### src/rtl/clkdiv_pkg.sv
// Shared definitions for the multi-channel clock divider.
//   CLKDIV_CNT_W   default counter / half-period width
//   CLKDIV_DEF_HP  default half-period loaded at reset
//   ch_idx_w()     width of a channel index for a given channel count
package clkdiv_pkg;

    localparam int unsigned CLKDIV_CNT_W  = 32;
    localparam int unsigned CLKDIV_DEF_HP = 25000000;

    // A single channel still needs a 1-bit index port.
    function automatic int unsigned ch_idx_w(input int unsigned nch);
        if (nch <= 1) begin
            return 1;
        end
        return $clog2(nch);
    endfunction

endpackage

### src/rtl/clkdiv_chan.sv
// One divider channel: counter, active half-period, shadow half-period,
// pending flag, registered clkout and tick.
// Optional macro CLKDIV_PHASE_SYNC_EN adds the sync input.
// Ports:
//   clkin   clock (posedge)
//   clr     asynchronous active-high reset
//   en      run enable; 0 freezes counter and clkout
//   sync    (CLKDIV_PHASE_SYNC_EN only) restart phase, apply shadow now
//   wr      write strobe already decoded for this channel
//   wr_hp   new half-period value
//   clkout  divided clock
//   tick    one-cycle pulse coincident with each clkout toggle
//   pend    shadow value awaits application
module clkdiv_chan
    import clkdiv_pkg::*;
#(
    parameter int unsigned      CNT_W  = CLKDIV_CNT_W,
    parameter logic [CNT_W-1:0] DEF_HP = CNT_W'(CLKDIV_DEF_HP)
) (
    input  logic             clkin,
    input  logic             clr,
    input  logic             en,
`ifdef CLKDIV_PHASE_SYNC_EN
    input  logic             sync,
`endif
    input  logic             wr,
    input  logic [CNT_W-1:0] wr_hp,
    output logic             clkout,
    output logic             tick,
    output logic             pend
);

    logic [CNT_W-1:0] cnt_q, cnt_d;
    logic [CNT_W-1:0] hp_q, hp_d;
    logic [CNT_W-1:0] sh_q, sh_d;
    logic             pend_q, pend_d;
    logic             clk_q, clk_d;
    logic             tick_q, tick_d;
    logic             do_sync;

`ifdef CLKDIV_PHASE_SYNC_EN
    assign do_sync = sync;
`else
    assign do_sync = 1'b0;
`endif

    always_comb begin
        cnt_d  = cnt_q;
        hp_d   = hp_q;
        sh_d   = sh_q;
        pend_d = pend_q;
        clk_d  = clk_q;
        tick_d = 1'b0;

        if (do_sync) begin
            cnt_d  = '0;
            clk_d  = 1'b0;
            hp_d   = sh_q;
            pend_d = 1'b0;
        end else if (en) begin
            if (cnt_q == hp_q) begin
                // Terminal count: the only point where hp may change, so the
                // half-period in progress always completes with its old value.
                cnt_d  = '0;
                clk_d  = ~clk_q;
                tick_d = 1'b1;
                hp_d   = sh_q;
                pend_d = 1'b0;
            end else begin
                cnt_d = cnt_q + CNT_W'(1);
            end
        end

        // A write coinciding with application lands in the shadow after the
        // old shadow has been taken, so pend stays set for the next boundary.
        if (wr) begin
            sh_d   = wr_hp;
            pend_d = 1'b1;
        end
    end

    always_ff @(posedge clkin or posedge clr) begin
        if (clr) begin
            cnt_q  <= '0;
            hp_q   <= DEF_HP;
            sh_q   <= DEF_HP;
            pend_q <= 1'b0;
            clk_q  <= 1'b0;
            tick_q <= 1'b0;
        end else begin
            cnt_q  <= cnt_d;
            hp_q   <= hp_d;
            sh_q   <= sh_d;
            pend_q <= pend_d;
            clk_q  <= clk_d;
            tick_q <= tick_d;
        end
    end

    assign clkout = clk_q;
    assign tick   = tick_q;
    assign pend   = pend_q;

endmodule

### src/rtl/clkdiv_multi.sv
// NCH-channel runtime-programmable clock divider. Each channel toggles a
// 50%-duty clkout every (half-period + 1) clkin cycles; divisors are written
// through a channel-addressed port and applied at the next terminal count.
// Optional macro CLKDIV_PHASE_SYNC_EN adds the sync input that realigns all
// channels and applies pending divisors at once.
// Ports:
//   clkin   clock (posedge)
//   clr     asynchronous active-high reset
//   en      per-channel run enable
//   sync    (CLKDIV_PHASE_SYNC_EN only) phase-align all channels
//   wr      divisor write strobe
//   wr_ch   target channel; indices >= NCH are ignored
//   wr_hp   new half-period value
//   clkout  divided clock per channel
//   tick    per-channel toggle pulse
//   pend    per-channel pending-divisor flag
module clkdiv_multi
    import clkdiv_pkg::*;
#(
    parameter int unsigned      NCH    = 2,
    parameter int unsigned      CNT_W  = CLKDIV_CNT_W,
    parameter logic [CNT_W-1:0] DEF_HP = CNT_W'(CLKDIV_DEF_HP)
) (
    input  logic                     clkin,
    input  logic                     clr,
    input  logic [NCH-1:0]           en,
`ifdef CLKDIV_PHASE_SYNC_EN
    input  logic                     sync,
`endif
    input  logic                     wr,
    input  logic [ch_idx_w(NCH)-1:0] wr_ch,
    input  logic [CNT_W-1:0]         wr_hp,
    output logic [NCH-1:0]           clkout,
    output logic [NCH-1:0]           tick,
    output logic [NCH-1:0]           pend
);

    localparam int unsigned CH_W = ch_idx_w(NCH);

    logic [NCH-1:0] wr_sel;

    // One-hot write decode; an out-of-range index matches no channel.
    always_comb begin
        wr_sel = '0;
        for (int unsigned i = 0; i < NCH; i++) begin
            wr_sel[i] = wr && (wr_ch == CH_W'(i));
        end
    end

    for (genvar g = 0; g < NCH; g++) begin : g_chan
        clkdiv_chan #(
            .CNT_W  (CNT_W),
            .DEF_HP (DEF_HP)
        ) u_chan (
            .clkin  (clkin),
            .clr    (clr),
            .en     (en[g]),
`ifdef CLKDIV_PHASE_SYNC_EN
            .sync   (sync),
`endif
            .wr     (wr_sel[g]),
            .wr_hp  (wr_hp),
            .clkout (clkout[g]),
            .tick   (tick[g]),
            .pend   (pend[g])
        );
    end

endmodule
### config.mk
export PLATFORM = sky130hd
export DESIGN_NAME = clkdiv_multi
export DESIGN_NICKNAME = d
export VERILOG_FILES = /design/src/rtl/clkdiv_pkg.sv /design/src/rtl/clkdiv_chan.sv /design/src/rtl/clkdiv_multi.sv
export SDC_FILE = /design/constraint.sdc
export NUM_CORES = 1
export LEC_CHECK = 0
export BUFFER_PORTS_ARGS = -buffer_cell sky130_fd_sc_hd__buf_4
export CORE_ASPECT_RATIO = 0.5
export CORE_MARGIN = 3
export CORE_UTILIZATION = 40
export CTS_CLUSTER_SIZE = 16
export DETAILED_ROUTE_END_ITERATION = 10
export PLACE_DENSITY = 0.65
export SLEW_MARGIN = 30
export SYNTH_ARGS = -nofsm -noshare
export SYNTH_HDL_FRONTEND = slang
export SYNTH_HIERARCHICAL = 1
export SYNTH_SLANG_ARGS = --single-unit
export TNS_END_PERCENT = 5
### constraint.sdc
create_clock -name clkin -period 9.29 [get_ports clkin]
set_clock_uncertainty 0.2 [all_clocks]
set_input_delay 0.929 -clock clkin [delete_from_list [all_inputs] [get_ports clkin]]
set_output_delay 0.929 -clock clkin [all_outputs]
set_load 0.1 [all_outputs]
# After elaboration in Yosys (flattened, before gate mapping)
# Index checks and enable logic that the tools add are counted.
# word_totals
reg_bits,198
output_inout_bits,6
in_bits,38
# classes
muxes,12
n_addsub,2
n_eq_ne,2
n_bitwise,3
reduce_logical,10
# ops
cell,n
adder 32 x 1 -> 32 bit (second input constant),2
equality test 32 bit,2
2-to-1 mux 32 bit,2
2-to-1 mux 1 bit,10
AND reduction 2 bit,4
nonzero test 2 bit,4
inverter 1 bit,3
logical AND 1 bit,2

# Logic depth before layout (Yosys ltp)
# Gate-level depths: netlist of run 1.
# logic_depth
ltp_word,4
depth_mapped,8
ltp_nobuf,6

# Cells and area by module
# The synthesis of run 1 kept the hierarchy.
# modules_own_cells
mod,area_per_inst_um2,seq_area_each_um2,instances,cells_each
clkdiv_chan,4496.8,2507.4,2,364
clkdiv_multi,16.3,0.0,1,2

# Least setup slack after synthesis of run 1
# Ideal clock, no wire load.
# synth_timing
kind,input -> register
startpoint,in en[0]
endpoint,reg g_chan[0].u_chan.cnt_q[18]
setup_time_ps,120
t_arrival_ps,2398
n_path_buf,1
required_time_ps,8970
path_stages,6
slack_ps,6572
path_cell_list,nand3_1 -> or4_4 -> buf_6 -> or4_4 -> xor2_1 -> nor2_2
# synth_lines
element,line,rtl
start: declaration,clkdiv_multi.sv:26,"input logic [NCH-1:0] en,"
end signal: assignment,clkdiv_chan.sv:91,cnt_q <= cnt_d;
end: declaration,clkdiv_chan.sv:33,"logic [CNT_W-1:0] cnt_q, cnt_d;"

# Worst setup path in the final report of run 1
# layout_timing
startpoint,reg g_chan[1].u_chan.cnt_q[25]
endpoint,reg g_chan[1].u_chan.hp_q[30]
# layout_via
elab_chain_len,2
# layout_rtl
element,line,rtl
start: declaration,clkdiv_chan.sv:33,
start signal: assignment,clkdiv_chan.sv:91,
equality test 32 bit,clkdiv_chan.sv:61,if (cnt_q == hp_q) begin
AND reduction 2 bit (no source line),-,
end signal: assignment,clkdiv_chan.sv:92,hp_q <= hp_d;
end: declaration,clkdiv_chan.sv:34,"logic [CNT_W-1:0] hp_q, hp_d;"
# Every way passes these cells.
# A chain may end at the register's enable or synchronous reset.

==> reports/metrics.yaml, run 1 <==
place:
  portBuffers: 43
  dp_hpwl_mm: 12.9
  gp_congestion: 0.840
  placed_area_sq_um: 9640
setup_path:
  cp_cell_sequence: "xor2_1 > nor4_1 > nand4_1 > nor3_4 > buf_4 > mux2_2"
  max_stage_delay_ps: 600
  r2r_end: "g_chan[1].u_chan/hp_q[30]$_DFFE_PP0P_"
  slowest_stage: "buf_4"
  crit_type: "register to register"
  arrival_ps: 3070
  crit_path_end_kind: "register"
  critPathBufInv: 1
  rr_worst_depth: 6
  worstPathRequired_ps: 9400
  start_kind: "register"
  rrSetupSlack_ps: 6330
  crit_fanout: 60
  critPathTopFamily: "simple AND/OR/NAND/NOR gates"
  rr_startpoint: "g_chan[1].u_chan/cnt_q[25]$_DFFE_PP0P_"
clock_tree:
  path_clk_slew_ps: 60
  cts_tree: "built"
  cts.repair.resized: 0
  hold_buffers: 0
  cts_setup_buffers: 0
  clk_latency_ps: 430
  root_buffer: "clkbuf_16"
  cts_buffer_depth: 2
  clock_sinks: 198
  htreeDepth: 4
  numCtsBuffers: 17
min_path:
  min_delay_path_depth: 1
  min_from: "g_chan[0].u_chan/clkout$_DFFE_PP0P_"
  hp-class: "register to register"
  min_delay_worst_endpoint: "g_chan[0].u_chan/clkout$_DFFE_PP0P_"
power:
  internal-power_mw: 1.55
  peakVddDrop_v: 0.000102
  swShare_pct: 24.9
  p_leak_nw: 4.77
  seq_power_share_pct: 50.0
  p_switching_uw: 513
  clkPwrFrac_pct: 39.3
  combPwrFrac_pct: 10.6
  p_total_mw: 2.06
  p_per_area_nw_per_um2: 200
logic_synthesis:
  synth_xor_area_share_pct: 11.1
  synth_top_family_by_area: "multiplexers"
  ys_types: 34
  netlist_instances: 730
  synth_nets: 770
  syn_area_sq_um: 9010
  synth-simple-area-share_pct: 12.1
  synth.avg_cell_area_sq_um: 12.3
  synth_warnings: 6
  synth.area.mux_share_pct: 16.2
  synth.ff_latch_count: 198
  ys_seq_area_share_pct: 55.7
  synth_compound_area_share_pct: 2.31
  synthAdderAreaFrac_pct: 0.278
finish:
  final_layout_size_suffix_gt1_share_pct: 34.3
  nets: 811
  fillerInstances: 1970
  final_area_sq_um: 10300
  final_cell_mix: "dfrtp_1 (150), mux2_2 (126), xor2_1 (84), nor2_1 (64), dfstp_2 (48)"
  multiInputGateArea_sq_um: 3800
  antennaDiodeCount: 0
  syn2layout_area_growth_pct: 14.3
  regArea_sq_um: 5010
  layout_commonest_cell: "dfrtp_1"
timing:
  tightest_slew_ps: 754
  finalHoldViolCount: 0
  final-setup-viol-count: 0
  fin_setup_tns_ps: 0
  rsz0062_at_grt: "no"
  slew_viol_final: 0
  timing.slew.headroom_pct: 49.7
  fmax_ghz: 0.338
  period_share_pct: 31.9
  period_minus_slack_ps: 2960
global_routing:
  grt_pass1_wl_mm: 30.8
  grtUsageMet2_pct: 25.1
  grt_util_all_layers_pct: 15.9
  grt_overflow: 0
  antenna_found_initial: 0
  grt_pass1_vias: 5678
  grt_max_degree: 75
  top_usage_layer: "met2"
  grt_use_met1_pct: 22.8
  grt_util_met3_pct: 3.19
routing:
  viasPerCell: 5.06
  drtIter0Drc: 426
  drc_errors: 0
  ant_nets: 0
  dr.pass1.iters: 4
  wl_per_cell_microns: 16.9
  vias: 5483
  drt_wl_total_mm: 18.3
status:
  status: "finished, final reports clean"
floorplanning:
  die_h_microns: 112
  dieArea_sq_um: 24500
  die_width_microns: 218
  boundaryPins: 44
  core.rowCount: 38
  initial_core_util_pct: 41.2
  core_sq_um: 21900
run:
  cap_violations: 0
==> per-layer routing <==
layer  wire [microns]  vias up
li1                 -     2612
met3              505       12
met4              114        0
met2             8560       59
met5                0        -
met1             9100     2800
==> Yosys cell counts <==
master     count  area (sq um)
dfrtp_1      150          3750
mux2_2       126          1420
xor2_1        84           736
nor2_1        64           240
dfstp_2       48          1260
xnor2_1       30           263
nand2_1       26          97.6
nor4_1        24           150
inv_1         22          82.6
nand4_1       20           125
nand3_1       18          90.1
nor3_1        16          80.1
buf_2         12          60.1
clkbuf_1      12          45.0
o21ai_0       12          60.1
and3_1         8          50.1
o22ai_1        8          50.1
a21oi_1        6          30.0
and4_1         6          52.6
and2_1         4          25.0
nor3_2         4          40.0
o2bb2ai_1      4          35.0
or3_1          4          25.0
or4_4          4          45.0
buf_6          2          22.5
ha_1           2          25.0
mux2_1         2          22.5
mux2i_1        2          20.0
nand4_4        2          42.5
nor2_2         2          12.5
o21bai_1       2          15.0
o31a_1         2          17.5
and2_2         1          7.51
and2b_2        1          8.76
==> final cells by class <==
cell class	count	share of cell area (%)
sequential	198	48.7
multi-input combinational	484	36.9
clock buffer	20	4.44
tap	300	3.65
timing repair buffer	48	3.54
clock inverter	12	1.93
inverter	22	0.851
==> worst reg2reg max path, delay by kind of cell (launching register included) <==
kind	cells	cell delay, ps
xor+xnor	1	160
buf+inv	1	600
flops	1	440
mux	1	450
simple gates	3	1000
==> logic make-up (layout without fill, tap and decap cells) <==
kind of cell             after synthesis  count (layout)
multiplexers                         130             130
flip-flops                           198             198
AND/OR/NAND/NOR                      204             204
AO/OA/AOI/OAI                         34              34
adder cells (fa/ha/maj)                2               2
XOR/XNOR                             114             114
buffers and inverters                 48             102
==> worst max path at each step <==
stage / from / endpoint / cells after the start
floorplan: clr / g_chan[0].u_chan/clkout$_DFFE_PP0P_ / 1
CTS: g_chan[1].u_chan/cnt_q[25]$_DFFE_PP0P_ / g_chan[1].u_chan/hp_q[25]$_DFFE_PP0P_ / 6
global placement: en[1] / g_chan[1].u_chan/cnt_q[18]$_DFFE_PP0P_ / 6
finish: g_chan[1].u_chan/cnt_q[25]$_DFFE_PP0P_ / g_chan[1].u_chan/hp_q[30]$_DFFE_PP0P_ / 6
detailed placement: en[1] / g_chan[1].u_chan/cnt_q[18]$_DFFE_PP0P_ / 6
global route: g_chan[1].u_chan/cnt_q[25]$_DFFE_PP0P_ / g_chan[1].u_chan/hp_q[17]$_DFFE_PP0P_ / 6
==> state kept, by name, indices dropped and copies added, names as in the netlist <==
signal and cells:
g_chan.u_chan/clkout 2, g_chan.u_chan/cnt_q 64, g_chan.u_chan/hp_q 64, g_chan.u_chan/pend 2, g_chan.u_chan/sh_q 64, g_chan.u_chan/tick 2
==> power by group through the flow <==
stage / Sequential (mW) / Combinational, mW / Clock (mW)
2_1_floorplan: 1.02 / 0.166 / 0
3_3_place_gp: 1.04 / 0.213 / 0
3_5_place_dp: 1.04 / 0.221 / 0
4_1_cts: 1.03 / 0.223 / 0.833
5_1_grt: 1.04 / 0.247 / 0.868
6_report: 1.03 / 0.219 / 0.811
==> through the flow <==
stage / hold slack, ps / utilization (%) / std cells / worst slack, ps
finish: 269 / 47.1 / 1084 / 6330
global route: 296 / 47.1 / 1084 / 6140
CTS: 279 / 47.1 / 1084 / 6330
detailed placement: 267 / 44.1 / 1052 / 6330
global placement: 258 / 44.1 / 1052 / 6340
floorplan: 275 / - / 730 / 5610
Power figures use the tool's default switching activity.
==> inputs of run 2 (changes only) <==
PLACE_DENSITY = 0.67   (was 0.65)
clock period = 2.6 ns   (was 9.29 ns; I/O delays follow)
==> reports/metrics.yaml, run 2 (synthesized netlist as in run 1, its figures left out) <==
floorplanning:
  boundaryPins: 44  # unchanged
  die_width_microns: 218  # unchanged
  initial_core_util_pct: 41.2  # unchanged
  dieArea_sq_um: 24500  # unchanged
  core.rowCount: 38  # unchanged
  core_sq_um: 21900  # unchanged
  die_h_microns: 112  # unchanged
timing:
  tightest_slew_ps: 773  # was 754 ps
  rsz0062_at_grt: "yes"  # was no
  fmax_ghz: 0.396  # was 0.338 GHz
  period_share_pct: 97.1  # was 31.9%
  period_minus_slack_ps: 2520  # was 2960 ps
  timing.slew.headroom_pct: 48.4  # was 49.7%
  slew_viol_final: 0  # unchanged
  final-setup-viol-count: 0  # unchanged
  finalHoldViolCount: 0  # unchanged
setup_path:
  crit_type: "register to register"  # unchanged
  rr_worst_depth: 7  # was 6
  arrival_ps: 2640  # was 3070 ps
  worstPathRequired_ps: 2720  # was 9400 ps
  crit_path_end_kind: "register"  # unchanged
  start_kind: "register"  # unchanged
  crit_fanout: 9  # was 60
min_path:
  hp-class: "input pin to async pin"  # was register to register
power:
  peakVddDrop_v: 0.000355  # was 0.000102 V
  p_leak_nw: 5.00  # was 4.77 nW
  p_per_area_nw_per_um2: 658  # was 200 nW/um^2
routing:
  drc_errors: 0  # unchanged
  wl_per_cell_microns: 17.3  # was 16.9 microns
  viasPerCell: 5.11  # was 5.06
  vias: 5813  # was 5,483
  ant_nets: 0  # unchanged
  dr.pass1.iters: 5  # was 4
  drt_wl_total_mm: 19.7  # was 18.3 mm
  drtIter0Drc: 418  # was 426
finish:
  layout_commonest_cell: "dfrtp_1"  # unchanged
  antennaDiodeCount: 0  # unchanged
  final_util_pct: 49.6  # was 47.1%
  final_cell_mix: "dfrtp_1 (144), mux2_2 (125), xor2_1 (83), nor2_1 (64), buf_4 (61)"  # was dfrtp_1 (150), mux2_2 (126), xor2_1 (84), nor2_1 (64), dfstp_2 (48)
  final_layout_size_suffix_gt1_share_pct: 35.9  # was 34.3%
  multiInputGateArea_sq_um: 3860  # was 3800 sq um
  regArea_sq_um: 5020  # was 5010 sq um
  nets: 865  # was 811
  syn2layout_area_growth_pct: 20.5  # was 14.3%
  largestRegisters: "g_chan.u_chan/cnt_q (64), g_chan.u_chan/hp_q (64), g_chan.u_chan/sh_q (64)"  # unchanged
  stdcell_count: 1138  # was 1,084
  fillerInstances: 1885  # was 1,970
place:
  dp_hpwl_mm: 13.3  # was 12.9 mm
  portBuffers: 43  # unchanged
  dp_cells: 1071  # was 1,052
  gp_congestion: 0.887  # was 0.840
clock_tree:
  cts_tree: "built"  # unchanged
  cts_buffer_depth: 2  # unchanged
  root_buffer: "clkbuf_16"  # unchanged
  htreeDepth: 4  # unchanged
  clock_sinks: 198  # unchanged
  numCtsBuffers: 17  # unchanged
  clk_latency_ps: 430  # about the same
  path_clk_slew_ps: 70  # was 60 ps
run:
  cap_violations: 0  # unchanged
global_routing:
  grt_util_all_layers_pct: 16.9  # was 15.9%
  grt_max_degree: 61  # was 75
  grt_overflow: 0  # unchanged
  antenna_found_initial: 0  # unchanged
  grt_pass1_vias: 5987  # was 5,678
  grt_pass1_wl_mm: 32.7  # was 30.8 mm
status:
  status: "finished, final reports clean"  # unchanged
## run 2: cell count changes in the layout (fill, tap and decap cells not counted), sizes merged, moves of 2 or more
cell         change
clkbuf           +4
dlygate4sd3     +35
inv              +2
bufinv           -5
clkinv           -2
buf             +19
## run 2: layout make-up
type                    count  share of cell area, %
flip-flops and latches    198                   46.3
multi-input cells         484                   35.5
repair buffers            102                   8.55
clock buffers              24                   4.84
well taps                 300                   3.46
inverters                  22                  0.818
clock inverters             8                  0.519
## run 2: report_power, final
part	internal [mW]	total, mW	leakage (nW)	switching, mW
clock	1.43	2.58	0.287	1.15
combinational	0.451	0.883	2.30	0.432
sequential	3.38	3.68	2.41	0.299
## run 2: per-layer routing
layer | share of wire (%) | up-vias | global-route usage [%] | routed length (microns)
li1 | - | 2732 | - | -
met1 | 48 | 2940 | 24.0 | 9400
met2 | 48 | 115 | 27.2 | 9390
met3 | 3.0 | 26 | 2.73 | 583
met4 | 1.5 | 0 | 4.64 | 303
met5 | 0 | - | 0 | 0
## run 2: per-stage QoR
stage          worst slack [ps]  hold slack [ps]  setup TNS (ps)  instance area, sq um  total power [mW]
2_1_floorplan              -411              212          -30800                  9010              4.24
3_3_place_gp               62.1             37.0               0                  9850              4.51
3_5_place_dp               58.1             35.7               0                  9850              4.55
4_1_cts                    36.0              144               0                 10800              7.18
5_1_grt                   -74.3              154            -209                 10900              7.49
6_report                   75.2              156               0                 10900              7.15
## run 2: final timing paths
| check | start | endpoint | slack (ps) |
|---|---|---|---|
| setup / recovery | g_chan[0].u_chan/cnt_q[0]$_DFFE_PP0P_ | g_chan[0].u_chan/cnt_q[28]$_DFFE_PP0P_ | 80 |
| hold / removal | clr | g_chan[0].u_chan/hp_q[30]$_DFFE_PP0P_ | 160 |
| setup reg to reg | g_chan[0].u_chan/cnt_q[0]$_DFFE_PP0P_ | g_chan[0].u_chan/cnt_q[28]$_DFFE_PP0P_ | 80 |
| hold reg to reg | g_chan[1].u_chan/clkout$_DFFE_PP0P_ | g_chan[1].u_chan/clkout$_DFFE_PP0P_ | 270 |
| max in group asynchronous | clr | g_chan[1].u_chan/hp_q[6]$_DFFE_PP1P_ | 1190 |
| min in group clkin | g_chan[1].u_chan/clkout$_DFFE_PP0P_ | g_chan[1].u_chan/clkout$_DFFE_PP0P_ | 270 |
## run 2: repair_timing
item | in CTS | in global routing
gates resized for setup | 0 | 16
endpoints found under the hold margin | 184 | 0
hold buffers | 35 | 0
endpoints found under the setup margin | 0 | 38
setup buffers | 0 | 0
## run 2: worst max-delay path, cell delays in order (launching register included)
cell and delay (ps):
dfrtp_2 420, ha_1 210, nand3_1 170, or4_4 560
buf_4 200, nor4_1 410, xnor2_1 190, nor2_1 50
